`config.mk`:
```
export PLATFORM = sky130hd
export DESIGN_NAME = game_flow_ctrl
export DESIGN_NICKNAME = d
export VERILOG_FILES = /design/src/rtl/game_flow_ctrl.sv
export SDC_FILE = /design/constraint.sdc
export NUM_CORES = 1
export LEC_CHECK = 0
export CORE_AREA = 2 2 48 50
export CTS_BUF_LIST = sky130_fd_sc_hd__clkbuf_4
export DETAILED_ROUTE_END_ITERATION = 10
export DIE_AREA = 0 0 50 52
export HOLD_SLACK_MARGIN = 0.06
export PLACE_DENSITY = 0.8
export SLEW_MARGIN = 15
export SYNTH_ARGS = -nofsm -noshare
export SYNTH_HDL_FRONTEND = slang
export SYNTH_SLANG_ARGS = --single-unit
```
`constraint.sdc`:
```
create_clock -name clk -period 1.85 [get_ports clk]
set_clock_uncertainty 0.15 [all_clocks]
set_input_delay 0.555 -clock clk [delete_from_list [all_inputs] [get_ports clk]]
set_output_delay 0.555 -clock clk [all_outputs]
set_load 0.1 [all_outputs]
```
`src/rtl/game_flow_ctrl.sv`:
```
// Pac-Man round sequencer: ready countdown, play, death animation, lives,
// game over and win, with mover run enable and a one-clk respawn pulse.
module game_flow_ctrl #(
  parameter int LIVES       = 3,
  parameter int READY_TICKS = 180,
  parameter int DEATH_TICKS = 120,
  parameter int CNT_W       = 8
) (
  input  logic       clk,
  input  logic       rst,
  input  logic       frame_tick,
  input  logic       start,
  input  logic       crash,
  input  logic       cleared,
  output logic       run,
  output logic       respawn,
  output logic [1:0] lives,
  output logic [2:0] state,
  output logic       blink,
  output logic       game_over,
  output logic       win
);

  typedef enum logic [2:0] {
    IDLE  = 3'd0,
    READY = 3'd1,
    PLAY  = 3'd2,
    DYING = 3'd3,
    OVER  = 3'd4,
    WIN   = 3'd5
  } state_t;

  localparam logic [CNT_W-1:0] READY_LAST = CNT_W'(READY_TICKS - 1);
  localparam logic [CNT_W-1:0] DEATH_LAST = CNT_W'(DEATH_TICKS - 1);
  localparam logic [1:0]       LIVES_INIT = 2'(LIVES);

  state_t           cur_state, nxt_state;
  logic [1:0]       lives_q, nxt_lives;
  logic [CNT_W-1:0] cnt_q, nxt_cnt;
  logic             start_d;
  logic             respawn_q, nxt_respawn;
  logic             start_rise;

  assign start_rise = start & ~start_d;

  always_ff @(posedge clk) begin
    if (!rst) begin
      cur_state <= IDLE;
      lives_q   <= LIVES_INIT;
      cnt_q     <= '0;
      start_d   <= 1'b0;
      respawn_q <= 1'b0;
    end else begin
      cur_state <= nxt_state;
      lives_q   <= nxt_lives;
      cnt_q     <= nxt_cnt;
      start_d   <= start;
      respawn_q <= nxt_respawn;
    end
  end

  always_comb begin
    nxt_state = cur_state;
    nxt_lives = lives_q;
    nxt_cnt   = cnt_q;
    case (cur_state)
      IDLE, OVER, WIN: begin
        if (start_rise) begin
          nxt_state = READY;
          nxt_lives = LIVES_INIT;
          nxt_cnt   = '0;
        end
      end
      READY: begin
        if (frame_tick) begin
          if (cnt_q == READY_LAST) begin
            nxt_state = PLAY;
            nxt_cnt   = '0;
          end else begin
            nxt_cnt = cnt_q + CNT_W'(1);
          end
        end
      end
      PLAY: begin
        // Clearing the board outranks a collision in the same cycle.
        if (cleared) begin
          nxt_state = WIN;
        end else if (crash) begin
          nxt_state = DYING;
          nxt_cnt   = '0;
          nxt_lives = (lives_q == 2'd0) ? 2'd0 : lives_q - 2'd1;
        end
      end
      DYING: begin
        if (frame_tick) begin
          if (cnt_q == DEATH_LAST) begin
            nxt_cnt   = '0;
            nxt_state = (lives_q == 2'd0) ? OVER : READY;
          end else begin
            nxt_cnt = cnt_q + CNT_W'(1);
          end
        end
      end
      default: nxt_state = IDLE;
    endcase
  end

  // Every entry into READY comes from another state, so the pulse marks it.
  assign nxt_respawn = (nxt_state == READY) && (cur_state != READY);

  assign run       = (cur_state == PLAY);
  assign game_over = (cur_state == OVER);
  assign win       = (cur_state == WIN);
  assign blink     = (cur_state == DYING) & cnt_q[3];
  assign respawn   = respawn_q;
  assign lives     = lives_q;
  assign state     = cur_state;

endmodule

```
# Word-level counts from Yosys, hierarchy flattened
# Cells that the tools add are included.
# op_classes
n_addsub	2
eq_ne	14
n_mux	22
n_bitwise	3
reduce_logical	8
# ops
cell	n
8-bit two-way mux	7
8-bit case mux with 4 select lines	1
3-bit two-way mux	8
3-bit case mux with 4 select lines	1
2-bit inequality test, second input constant	5
8-bit by 1-bit adder with 8-bit output, second input constant	1
8-bit by 7-bit equality test with 1-bit output, second input constant	1
8-bit equality test, second input constant	1
2-bit two-way mux	4
3-bit by 1-bit equality test with 1-bit output, second input constant	2
3-bit by 2-bit equality test with 1-bit output, second input constant	2
3-bit equality test, second input constant	2
6-bit AND reduction	1
2-bit case mux with 2 select lines	1
4-bit AND reduction	1
4-bit nonzero test	1
3-bit logical NOT	1
3-bit by 1-bit inequality test with 1-bit output, second input constant	1
3-bit OR reduction	1
1-bit bitwise AND	2
2-bit logical NOT	1
2-bit nonzero test	1
2-bit by 1-bit subtractor with 2-bit output, second input constant	1
1-bit logical AND	1
1-bit NOT	1
# totals
regBits	15
in_bits	6

# Longest topological paths before layout
# Gate-level depths: netlist of run 1.
# logic_depth
word_depth	7
ltp_mapped	6
depth_no_buf	6

# Least setup slack after synthesis of run 1
# OpenSTA, ideal clock, no wires.
# synth_path
path_type	flip-flop to flip-flop
from	register cur_state[1] (netlist: state[1])
to	register lives_q[0] (netlist: lives[0])
arrival_ns	4.447
path_slack_ns	-2.825
path_stages_with_launch	7
path_cell_list	dfxtp_1 clkbuf_1 nor3b_1 nand3b_1 nor3b_1 a21oi_1 o211ai_1
# synth_via
word_cells_on_any_way	11
# synth_rtl
element	line_no	rtl
from (decl)	37	state_t cur_state, nxt_state;
from (signal assigned)	54	cur_state <= nxt_state;
3-bit by 2-bit equality test with 1-bit output (*)	-	
named net run	15	output logic run,
2-bit inequality test (no line) or 2-bit nonzero test (tied branches)	-	
4-bit AND reduction (no line)	-	
to (signal assigned)	55	lives_q <= nxt_lives;
to (decl)	38	logic [1:0] lives_q, nxt_lives;
# Mark *: on every way through the listed nets, which the timed path passes. The rest lies on a longest branch.
# A chain may end at the register's enable or synchronous reset.

# Worst setup path in the final report of run 1
# layout_path
from	register cur_state[1] (netlist: state[1])
to	output run
# layout_via
elab_chain_len	1
# layout_rtl
element	line_no	rtl
3-bit by 2-bit equality test with 1-bit output	111	assign run = (cur_state == PLAY);
to (decl)	15	
# Every way passes these cells.

==> impl_metrics.env, run 1 <==
export IMPL_track_usage_pct=24.23
export IMPL_hold_violations=0
export IMPL_r2r_setup_slack_ns=-0.14
export IMPL_startpoint_type="register"
export IMPL_max_clock_freq_mhz=500.0
export IMPL_cts_sinks=15
export IMPL_ys_warnings_count=0
export IMPL_drive_above_1_share_pct=45.28
export IMPL_worst_path_max_delay_cell="dfxtp_4"
export IMPL_synth_area_um2=904.6
export IMPL_numPortBuffers=15
export IMPL_wl_per_cell_um=15.34
export IMPL_hold_class="reg -> reg"
export IMPL_yosysSeqAreaShare_pct=33.20
export IMPL_dr_total_vias=1066
export IMPL_cpPeakStageDelay_ns=0.36
export IMPL_fp_coreArea_mm2=0.002106
export IMPL_htree_levels=1
export IMPL_drv_slew=0
export IMPL_leakage_nw=0.6301
export IMPL_crit_reg2reg_launch="state[1]"
export IMPL_power_uw=697.1
export IMPL_cp_end_kind="output pin"
export IMPL_fin_crit_sh_pct=108.1
export IMPL_rr_endpoint="cnt_q[4]"
export IMPL_grt_overflow=0
export IMPL_ios=16
export IMPL_grt_max_degree=13
export IMPL_drtAntennaViolNets=0
export IMPL_cts_tree="built"
export IMPL_firstDrtPassIters=4
export IMPL_crit_path_cell_trace="buf_6 -> nor3b_4 -> buf_12"
export IMPL_remaining_drc_errors=0
export IMPL_power_density_mw_per_mm2=440.8
export IMPL_die_area_mm2=0.002600
export IMPL_clockBufferDepth=2
export IMPL_finalWirelength_mm=2.868
export IMPL_rows=17
export IMPL_cts_reportedPaths_clkPinSlew_ns=0.10
export IMPL_place_gp_congestion=0.8969
export IMPL_finalWorstSetupSlack_ns=-0.1499
export IMPL_cts_hold_buf=0
export IMPL_status="complete, but fails checks"
export IMPL_critPathKind="reg -> out"
export IMPL_nets=167
export IMPL_cts_root_buf="clkbuf_4"
export IMPL_diodes=0
export IMPL_min_to="cnt_q[1]"
export IMPL_worstPathArrival_ns=1.29
export IMPL_violations="setup timing"
export IMPL_die_w_um=50
export IMPL_setup_viol=12
export IMPL_cp_startpoint="state[1]"
export IMPL_rr_worst_depth=6
export IMPL_holdPathStages=1
export IMPL_synth_cell_types=35
export IMPL_synth_cells=116
export IMPL_rsz0062_at_grt="true"
export IMPL_syn_num_nets=123
export IMPL_grt_pass1_wl_mm=4.809
export IMPL_clk_latency_ns=0.30
export IMPL_grt_pass1_vias=1104
export IMPL_dp_hpwl_mm=1.962
export IMPL_cp_max_fo=12
export IMPL_syn2layout_area_growth_pct=74.83
export IMPL_drt_iter0_markers=31
export IMPL_via_per_inst=5.701
export IMPL_slew_headroom_pct=74.44
export IMPL_fin_util_pct=75.10
export IMPL_final_area_mm2=0.001582
export IMPL_hold_start="cnt_q[1]"
export IMPL_postPlaceCellArea_mm2=0.001365
export IMPL_syn_avg_cell_area_um2=7.798
export IMPL_final_cell_mix="25 x buf_4, 11 x buf_12, 10 x dfxtp_1"
export IMPL_cp_required_ns=1.14
export IMPL_final_common_cell="buf_4"
export IMPL_dpl_worst_slack_ns=-0.5500
export IMPL_initial_core_util_pct=42.96
export IMPL_die_h_um=52
export IMPL_tightest_slew_ns=0.3798
export IMPL_ir_drop_mv=0.3966
export IMPL_antenna_found_initial=0
export IMPL_cts_inserted_buffers=3
export IMPL_cap_violations=0
export IMPL_yosys_register_bits=15
export IMPL_min_period_ns=2.000
## through the flow
stage / setup TNS (ns) / instances / hold slack, ns
6_report: -1.280 / 187 / 0.3650
5_1_grt: -1.935 / 187 / 0.3749
4_1_cts: -1.198 / 185 / 0.3552
3_5_place_dp: -5.695 / 176 / 0.3337
3_3_place_gp: -5.018 / 176 / 0.3177
2_1_floorplan: -4.149 / 116 / 0.3017
## cell families after synthesis
logic type	count (synthesis)	synth area share, %
and+or+nand+nor	57	35.69
AOI/OAI and AO/OA	33	25.59
DFF	15	33.20
buffers and inverters	10	4.149
adders and majority gates	1	1.383
## Yosys cell counts
cell,instances,share of area [%]
a31oi_1,1,0.69
o41ai_1,2,1.9
a32oi_1,1,0.97
or3b_2,1,0.97
nand4_1,1,0.69
o22ai_1,1,0.69
a22oi_1,1,0.83
or4b_4,1,1.5
nand4b_1,1,0.97
o32ai_1,1,0.97
o211ai_1,4,3.3
nor3b_1,4,3.3
o21ai_0,11,6.1
nor3_1,6,3.3
nor2_1,5,2.1
and3_2,1,0.83
ha_1,1,1.4
o31a_1,1,0.97
nor2_2,1,0.69
or4_1,1,0.83
nor4_1,1,0.69
nor2b_1,2,1.4
inv_1,6,2.5
a2111oi_4,1,3.0
and2_1,3,2.1
a32o_1,1,1.1
nand2b_1,7,4.8
nand2_1,13,5.4
clkbuf_1,4,1.7
nand3b_1,3,2.5
nand3_1,4,2.2
dfxtp_1,15,33
a21oi_1,6,3.3
and3_1,2,1.4
o31ai_1,2,1.7
## layer usage
layer / part of all wire (%) / global-route usage (%) / vias to the layer above
met2: 56 / 47.81 / 29
met5: 0 / 0 / -
met3: 2.6 / 3.161 / 7
li1: - / - / 517
met4: 1.8 / 12.04 / 0
met1: 39 / 24.65 / 513
## how the worst max path moves through the flow
| stage | endpoint | depth (start not counted) | slack, ns |
|---|---|---|---|
| after global placement | cnt_q[3] | 6 | -0.50 |
| after CTS | cnt_q[4] | 6 | -0.14 |
| after floorplan | lives[0] | 6 | -0.61 |
| after global routing | cnt_q[5] | 6 | -0.21 |
| after detailed placement | cnt_q[4] | 6 | -0.55 |
| final | run | 3 | -0.15 |
## registers in the layout, indices dropped and copies added (netlist names)
signal / flops
respawn: 1
cnt_q: 8
start_d: 1
state: 3
lives: 2
## critical path: cells and delay by family, from the launching register on
kind | cells | cell delay (ns)
and+or+nand+nor | 1 | 0.28
buffers and inverters | 2 | 0.37
DFF | 1 | 0.36
## report_power, final
part | total (mW) | internal (mW) | switching [mW]
Clock | 0.212 | 0.0986 | 0.114
Combinational | 0.153 | 0.0722 | 0.0813
Sequential | 0.332 | 0.326 | 0.00586
Total | 0.697 | 0.496 | 0.201
## cell type report
class,count,area [µm²]
tap,28,35.03
multi-input combinational,91,698.2
inverter,6,26.28
timing repair buffer,43,478.0
clock buffer,4,30.03
fill,141,524.3
sequential,15,314.1
## repair_timing
action | CTS | global route
pin swaps | 10 | 4
gates resized for setup | 21 | 8
setup endpoints to repair | 15 | 13
gates cloned | 0 | 0
setup buffers | 5 | 2
Power figures use the tool's default switching activity.
==> inputs of run 2 (changes only) <==
Settings changed: RECOVER_POWER set to 25, REMOVE_ABC_BUFFERS set to 1.
==> run 2 against run 1 <==
Compared with the run above:
- the run still ends with setup timing left
- power is 2.6% lower
- final cell count did not move
- flip-flop and latch count unchanged
- clock power is 3% lower
- combinational power fell by 7%
- sequential power barely moved
- via count up 3.7%
- critical path type unchanged
- maximum frequency grew 1.3%
- die area did not move
- clock-buffer cell count is the same
==> impl_metrics.env, run 2 (synthesis gave the netlist of run 1 again) <==
export IMPL_status="complete, but fails checks"
export IMPL_violations="setup timing"
export IMPL_power_uw=679.0
export IMPL_wl_per_cell_um=16.53
export IMPL_place_gp_congestion=0.9093
export IMPL_remaining_drc_errors=0
export IMPL_die_area_mm2=0.002600
export IMPL_htree_levels=1
export IMPL_rows=17
export IMPL_worstPathArrival_ns=1.27
export IMPL_cp_end_kind="output pin"
export IMPL_ios=16
export IMPL_clk_latency_ns=0.29
export IMPL_final_common_cell="buf_4"
export IMPL_grt_pass1_vias=1092
export IMPL_largest_reg_flops=8
export IMPL_crit_path_cell_trace="buf_6 -> nor3b_4 -> buf_6 -> buf_12"
export IMPL_leakage_nw=0.6282
export IMPL_initial_core_util_pct=42.96
export IMPL_die_w_um=50
export IMPL_regMostFlops="cnt_q"
export IMPL_drtAntennaViolNets=0
export IMPL_power_density_mw_per_mm2=432.4
export IMPL_drv_slew=0
export IMPL_dpl_worst_slack_ns=-0.5506
export IMPL_finalWirelength_mm=3.092
export IMPL_cts_sinks=15
export IMPL_rsz0062_at_grt="true"
export IMPL_cp_required_ns=1.14
export IMPL_grt_pass1_wl_mm=4.747
export IMPL_min_to="cnt_q[0]"
export IMPL_drt_iter0_markers=24
export IMPL_r2r_setup_slack_ns=-0.09
export IMPL_nets=167
export IMPL_worst_path_max_delay_cell="dfxtp_2"
export IMPL_fin_crit_sh_pct=106.7
export IMPL_holdWs_ns=0.3196
export IMPL_postPlaceCellArea_mm2=0.001325
export IMPL_setup_viol=11
export IMPL_startpoint_type="register"
export IMPL_cp_max_fo=5
export IMPL_rr_worst_depth=6
export IMPL_fp_coreArea_mm2=0.002106
export IMPL_min_period_ns=1.975
export IMPL_grt_overflow=0
export IMPL_hold_start="cnt_q[0]"
export IMPL_syn2layout_area_growth_pct=73.58
export IMPL_crit_top_cell="buf_6"
export IMPL_antenna_found_initial=0
export IMPL_cts_root_buf="clkbuf_4"
export IMPL_diodes=0
export IMPL_cts_tree="built"
export IMPL_cap_violations=0
export IMPL_numPortBuffers=15
export IMPL_tightest_slew_ns=0.4869
export IMPL_track_usage_pct=24.17
export IMPL_finalWorstSetupSlack_ns=-0.1248
export IMPL_hold_violations=0
export IMPL_max_clock_freq_mhz=506.4
export IMPL_fin_util_pct=74.57
export IMPL_die_h_um=52
export IMPL_final_area_mm2=0.001570
export IMPL_holdPathStages=1
export IMPL_ir_drop_mv=0.4656
export IMPL_critPathKind="reg -> out"
export IMPL_hold_class="reg -> reg"
export IMPL_cts_reportedPaths_clkPinSlew_ns=0.09
export IMPL_crit_reg2reg_launch="cnt_q[2]"
export IMPL_firstDrtPassIters=4
export IMPL_cts_inserted_buffers=3
export IMPL_rr_endpoint="cnt_q[6]"
export IMPL_grt_max_degree=10
export IMPL_cts_hold_buf=0
export IMPL_dr_total_vias=1105
export IMPL_cpPeakStageDelay_ns=0.35
export IMPL_dp_hpwl_mm=1.969
export IMPL_final_cell_mix="23 x buf_4, 9 x nand2_1, 9 x dfxtp_1, 9 x buf_12, 7 x nand2b_1"
export IMPL_clockBufferDepth=2
export IMPL_drive_above_1_share_pct=46.54
export IMPL_slew_headroom_pct=67.76
export IMPL_via_per_inst=5.909
run 2: worst max path at each step:
stage                            to      from  slack, ns  cells past startpoint
after global routing       cnt_q[6]  cnt_q[2]      -0.17                      6
final                           run  state[1]      -0.12                      4
after CTS                 game_over  state[1]      -0.09                      4
after floorplan            lives[0]  state[1]      -2.70                      5
after detailed placement   cnt_q[4]     start      -0.55                      6
after global placement     cnt_q[3]     start      -0.49                      6
run 2: through the flow:
step | setup TNS [ns] | instances
2_1_floorplan | -22.70 | 112
3_3_place_gp | -5.033 | 175
3_5_place_dp | -5.492 | 175
4_1_cts | -0.5482 | 185
5_1_grt | -1.237 | 187
6_report | -0.5597 | 187
run 2: what timing repair did:
item / CTS / global route
setup endpoints to repair: 15 / 13
buffers inserted: 6 / 2
gates resized for setup: 37 / 17
pin swaps: 16 / 13
run 2: metal layers:
layer | track usage [%] | vias to the layer above | routed length [µm]
met5 | 0 | - | 0
met4 | 13.43 | 0 | 141
met3 | 2.299 | 15 | 105
met2 | 47.15 | 35 | 1676
met1 | 25.00 | 540 | 1168
li1 | - | 515 | -
run 2: worst max-delay path: cells and delay by family, from the launching register on:
| family | cells | cell delay, ns |
|---|---|---|
| buffers and inverters | 3 | 0.42 |
| DFF | 1 | 0.35 |
| and+or+nand+nor | 1 | 0.21 |
run 2: power by group:
group / internal (mW) / switching [mW] / total (mW)
sequential: 0.326 / 0.00538 / 0.332
combinational: 0.0594 / 0.0833 / 0.143
clock: 0.0986 / 0.106 / 0.205
total: 0.484 / 0.195 / 0.679
run 2: area by class of cell:
type                            instances  area [µm²]
Inverter                                6       25.02
Tap cell                               28       35.03
Sequential cell                        15       315.3
Clock buffer                            4       30.03
Multi-Input combinational cell         91       703.2
Timing Repair Buffer                   43       461.7
Fill cell                             155       535.5
==> edit 1, RTL diff (settings of run 1) <==
Reset style: asynchronous (`rst`), changed in one clocked block.
--- a/src/rtl/game_flow_ctrl.sv
+++ b/src/rtl/game_flow_ctrl.sv
@@ -43,7 +43,7 @@
 
   assign start_rise = start & ~start_d;
 
-  always_ff @(posedge clk) begin
+  always_ff @(posedge clk or negedge rst) begin
     if (!rst) begin
       cur_state <= IDLE;
       lives_q   <= LIVES_INIT;
Formal check against the unedited RTL: differs if rst is asserted again (counterexample within 4 cycles, from zero or initial values and one cycle with rst low); with rst held inactive, the same outputs for 10 cycles.
==> edit 1 against run 1 <==
  * The run still ends with setup timing left
  * Critical endpoint is now cnt_q[5]
  * Sequential cell count unchanged
  * Global-route usage increased by 0.44 points
  * Routed wire length increased by 11%
  * Design area increased by 9.4%
  * Setup slack got worse by 0.15 ns
  * Synthesized area increased by 3.5%
  * First-iteration DRC count increased by 6.5%
  * Critical path depth increased by 2
  * Largest cell class unchanged
Power is not compared: it rests on default switching activity, and its combinational part moved more than twofold at a synthesized area within 25%.
==> edit 1: results (changes against run 1) <==
[status]
status = complete, but fails checks  ; unchanged
violations = setup timing  ; unchanged

[placement]
place_ws_ns = -0.442  ; was -0.550 ns
finalWeightedCongestion = 0.860  ; was 0.897
dpl.hpwl_mm = 2.06  ; was 1.96 mm
post_dp_cell_area_um2 = 1470  ; was 1370 um^2

[grt]
use_met1 = 0.274  ; was 0.246
use_met2 = 0.461  ; was 0.478
grt_pass1_vias = 1048  ; was 1104
grt_max_degree = 14  ; was 13
grt.total_usage = 0.247  ; was 0.242
use_met3 = 0.0402  ; was 0.0316

[hold_path]
hold_class = input pin to flip-flop  ; was flip-flop to flip-flop

[detailed_routing]
drtIter0Drc = 33  ; was 31
vias = 1059  ; was 1066

[timing]
maxSlewHeadroom = 0.622  ; was 0.744
setup_viol = 15  ; was 12
setup_ws_ns = -0.299  ; was -0.150 ns

[critical_path]
critPathSlowestCell = or4b_4  ; was dfxtp_4
path_delay_family = compound AO/OA/AOI/OAI gates  ; was buffers and inverters
cp_max_fo = 7  ; was 12

[synthesis]
ys_types = 39  ; was 35
synth_cells = 99  ; was 116
yosys-top-cells-count = dfrtp_1 (13), nor3_1 (9), nand2_1 (7), o21ai_0 (5)  ; was dfxtp_1 (15), nand2_1 (13), o21ai_0 (11), nand2b_1 (7)
synth_seq_area_share = 0.404  ; was 0.332
synthTopCellsByArea = dfrtp_1 (35%), dfstp_2 (5.6%), nor3_1 (4.8%), a221o_1 (4.3%), a2111oi_4 (2.9%)  ; was dfxtp_1 (33%), o21ai_0 (6.1%), nand2_1 (5.4%), nand2b_1 (4.8%), a21oi_1 (3.3%)
async_reset_ff_frac = 1.00  ; was 0
syn_nets = 106  ; was 123

[final_layout]
antenna_cells = 0  ; unchanged
nets = 157  ; was 167
finalNonFillerCells = 177  ; was 187
layout-drive-gt1-share = 0.530  ; was 0.453

-- edit 1: cells by family after synthesis --
| kind of cell | share of synthesized area |
|---|---|
| compound gates | 0.226 |
| simple gates | 0.309 |
| fa+ha+maj | 0.0134 |
| buf+inv | 0.0361 |
| flops | 0.404 |
| mux | 0.0120 |
-- edit 1: timing repair --
item,in CTS,in global routing
setup endpoints to repair,20,20
resized for setup,11,23
setup buffers,4,8
pin swaps,3,10
-- edit 1: worst paths after layout --
check / from / endpoint / slack (ns) / cells after the start
worst min-delay path: start / start_d / 0.26 / 1
max in group asynchronous: rst / cnt_q[4] / 0.72 / 2
min in group asynchronous: rst / state[0] / 0.39 / 1
worst min register to register: cnt_q[4] / cnt_q[4] / 0.48 / 1
worst max register to register: state[1] / cnt_q[5] / -0.30 / 5
worst max-delay path: state[1] / cnt_q[5] / -0.30 / 5
-- edit 1: layout make-up --
cell class,instances,area [um^2]
clock buffer,4,30.0
fill,111,375
inverter,4,22.5
multi-input combinational,75,683
sequential,15,397
tap,28,35.0
timing repair buffer,51,563
-- edit 1: routing by layer --
layer	vias to the layer above	share of wire
li1	488	-
met1	530	0.40
met2	36	0.54
met3	5	0.044
met4	0	0.012
met5	-	0
-- edit 1: where the power goes --
part / internal (uW) / switching, uW
registers: 400 / 62.7
logic: 334 / 348
clock network: 98.6 / 106
-- edit 1: metrics by stage --
step,hold slack (ns),TNS [ns]
floorplan,0.109,-4.42
global placement,0.439,-3.96
detailed placement,0.461,-4.58
CTS,0.402,-2.61
global route,0.268,-3.83
finish,0.263,-2.94
==> edit 2, RTL diff (flow settings as in run 1) <==
Without the edit above. Set the parameter `CNT_W` to 6 (it was 8).
--- a/src/rtl/game_flow_ctrl.sv
+++ b/src/rtl/game_flow_ctrl.sv
@@ -4,7 +4,7 @@
   parameter int LIVES       = 3,
   parameter int READY_TICKS = 180,
   parameter int DEATH_TICKS = 120,
-  parameter int CNT_W       = 8
+  parameter int CNT_W       = 6
 ) (
   input  logic       clk,
   input  logic       rst,
Function: no difference found for any inputs over 10 cycles, from zero or initial values and one cycle with rst low; that may be too few to reach the edited logic, so the function may still have changed.
==> edit 2 against run 1 <==
  * The flow still finishes with violations (setup timing)
  * Sequential share of layout area is 0.051 points higher
  * Synthesized cell count is 15% lower
  * Total power is 6.6% lower
  * First-iteration DRC count is 9.7% lower
  * Clock power is 4% lower
  * Design area is 13% lower
  * Setup slack better by 0.090 ns
  * Register-to-register slack better by 0.15 ns
  * Sequential cell count is 2 lower
  * Routed wire length is 14% lower
  * Synthesized area is 11% lower
  * Sequential power is 11% lower
  * Die area stayed put
  * Critical path depth stayed put
  * Critical path type unchanged
  * Largest power group unchanged
==> edit 2: results (changes against run 1) <==
[status]
status = complete, but fails checks  ; unchanged
violations = setup timing  ; unchanged

[final_layout]
largest_register_ffs = 6  ; was 8
layout-drive-gt1-share = 0.391  ; was 0.453
nets = 141  ; was 167
antenna_cells = 0  ; unchanged

[placement]
post-place-cells = 147  ; was 176
dpl.hpwl_mm = 1.64  ; was 1.96 mm
finalWeightedCongestion = 0.900  ; was 0.897
post_dp_cell_area_um2 = 1190  ; was 1370 um^2

[synthesis]
syn_nets = 106  ; was 123
synth_cells = 99  ; was 116
synthTopCellsByArea = dfxtp_1 (32%), a32o_1 (3.7%), nor3_1 (3.7%), nand2_1 (3.7%), a211o_1 (3.2%)  ; was dfxtp_1 (33%), o21ai_0 (6.1%), nand2_1 (5.4%), nand2b_1 (4.8%), a21oi_1 (3.3%)
ys_types = 40  ; was 35
yosys-top-cells-count = dfxtp_1 (13), nand2_1 (8), inv_1 (6), nor3_1 (6)  ; was dfxtp_1 (15), nand2_1 (13), o21ai_0 (11), nand2b_1 (7)
synth_seq_area_share = 0.321  ; was 0.332

[timing]
worst_slew_pin_slew_ns = 0.345  ; was 0.380 ns
setup_ws_ns = -0.0595  ; was -0.150 ns
setup_viol = 5  ; was 12

[critical_path]
cp.arrival_ns = 1.20  ; was 1.29 ns
cp_max_fo = 6  ; was 12

[power]
vdd_ir_drop_max_v = 0.000514  ; was 0.000397 V
power_leakage_uw = 0.000533  ; was 0.000630 uW

[grt]
grt_pass1_vias = 927  ; was 1104
grt_max_degree = 11  ; was 13

[detailed_routing]
avgViaCountPerCell = 5.72  ; was 5.70
vias = 921  ; was 1066
drtIter0Drc = 28  ; was 31
wl_per_cell_um = 15.3  ; about the same

[cts]
clkTransAtPathRegs_ns = 0.08  ; was 0.10 ns

## edit 2: changes by cell type after synthesis, sizes merged, moves of 3 or more
cell	run 1	this run
a211o	0	3
buf	0	3
nand2	13	8
nand2b	7	3
o211ai	4	1
o21ai	11	3
## edit 2: repair_timing
| item | in CTS | in global routing |
|---|---|---|
| pin swaps | 1 | 4 |
| buffers inserted | 8 | 2 |
| resized for setup | 8 | 7 |
| setup endpoints to repair | 8 | 12 |
## edit 2: cell type report
type | count | area [um^2]
inverters | 6 | 26.3
flip-flops and latches | 13 | 273
well taps | 28 | 35.0
fillers | 162 | 736
clock buffers | 4 | 30.0
multi-input cells | 75 | 597
repair buffers | 35 | 409
## edit 2: final timing paths
check | startpoint | to | slack (ns) | depth (start not counted)
max | state[1] | blink | -0.06 | 3
min | cnt_q[0] | cnt_q[0] | 0.42 | 2
max reg2reg | cnt_q[0] | state[0] | 0.01 | 6
min reg2reg | cnt_q[0] | cnt_q[0] | 0.42 | 2
## edit 2: layer usage
metal / track usage / wire length [um] / vias to the layer above
li1: - / - / 438
met2: 0.375 / 1390 / 34
met1: 0.208 / 897 / 443
met4: 0.120 / 45 / 0
met5: 0 / 0 / -
met3: 0.0489 / 126 / 6
## edit 2: through the flow
stage / utilization / setup slack, ns / setup TNS [ns]
after floorplan: - / -0.604 / -3.19
after global placement: 0.566 / -0.278 / -2.15
after detailed placement: 0.566 / -0.337 / -2.52
after CTS: 0.622 / -0.0629 / -0.139
after global routing: 0.651 / -0.128 / -0.566
final: 0.651 / -0.0595 / -0.141
## edit 2: logic make-up (layout without fill, tap and decap cells)
group | count (synthesis) | count (layout) | share of synthesized area
AO/OA/AOI/OAI | 27 | 27 | 0.250
XOR/XNOR | 1 | 1 | 0.0108
adder cells (fa/ha/maj) | 1 | 1 | 0.0155
buffers and inverters | 11 | 45 | 0.0587
flip-flops | 13 | 13 | 0.321
multiplexers | 1 | 1 | 0.0139
AND/OR/NAND/NOR | 45 | 45 | 0.329
## edit 2: where the power goes
part           total [uW]  switching (uW)  internal (uW)
clock network         203             104           98.6
registers             294            10.7            283
logic                 154            82.3           71.9
## edit 2: worst max-delay path, cell delays in order (launching register included)
cell and delay, ns:
dfxtp_4 0.41, clkinvlp_4 0.15, nor3_4 0.17, buf_12 0.20
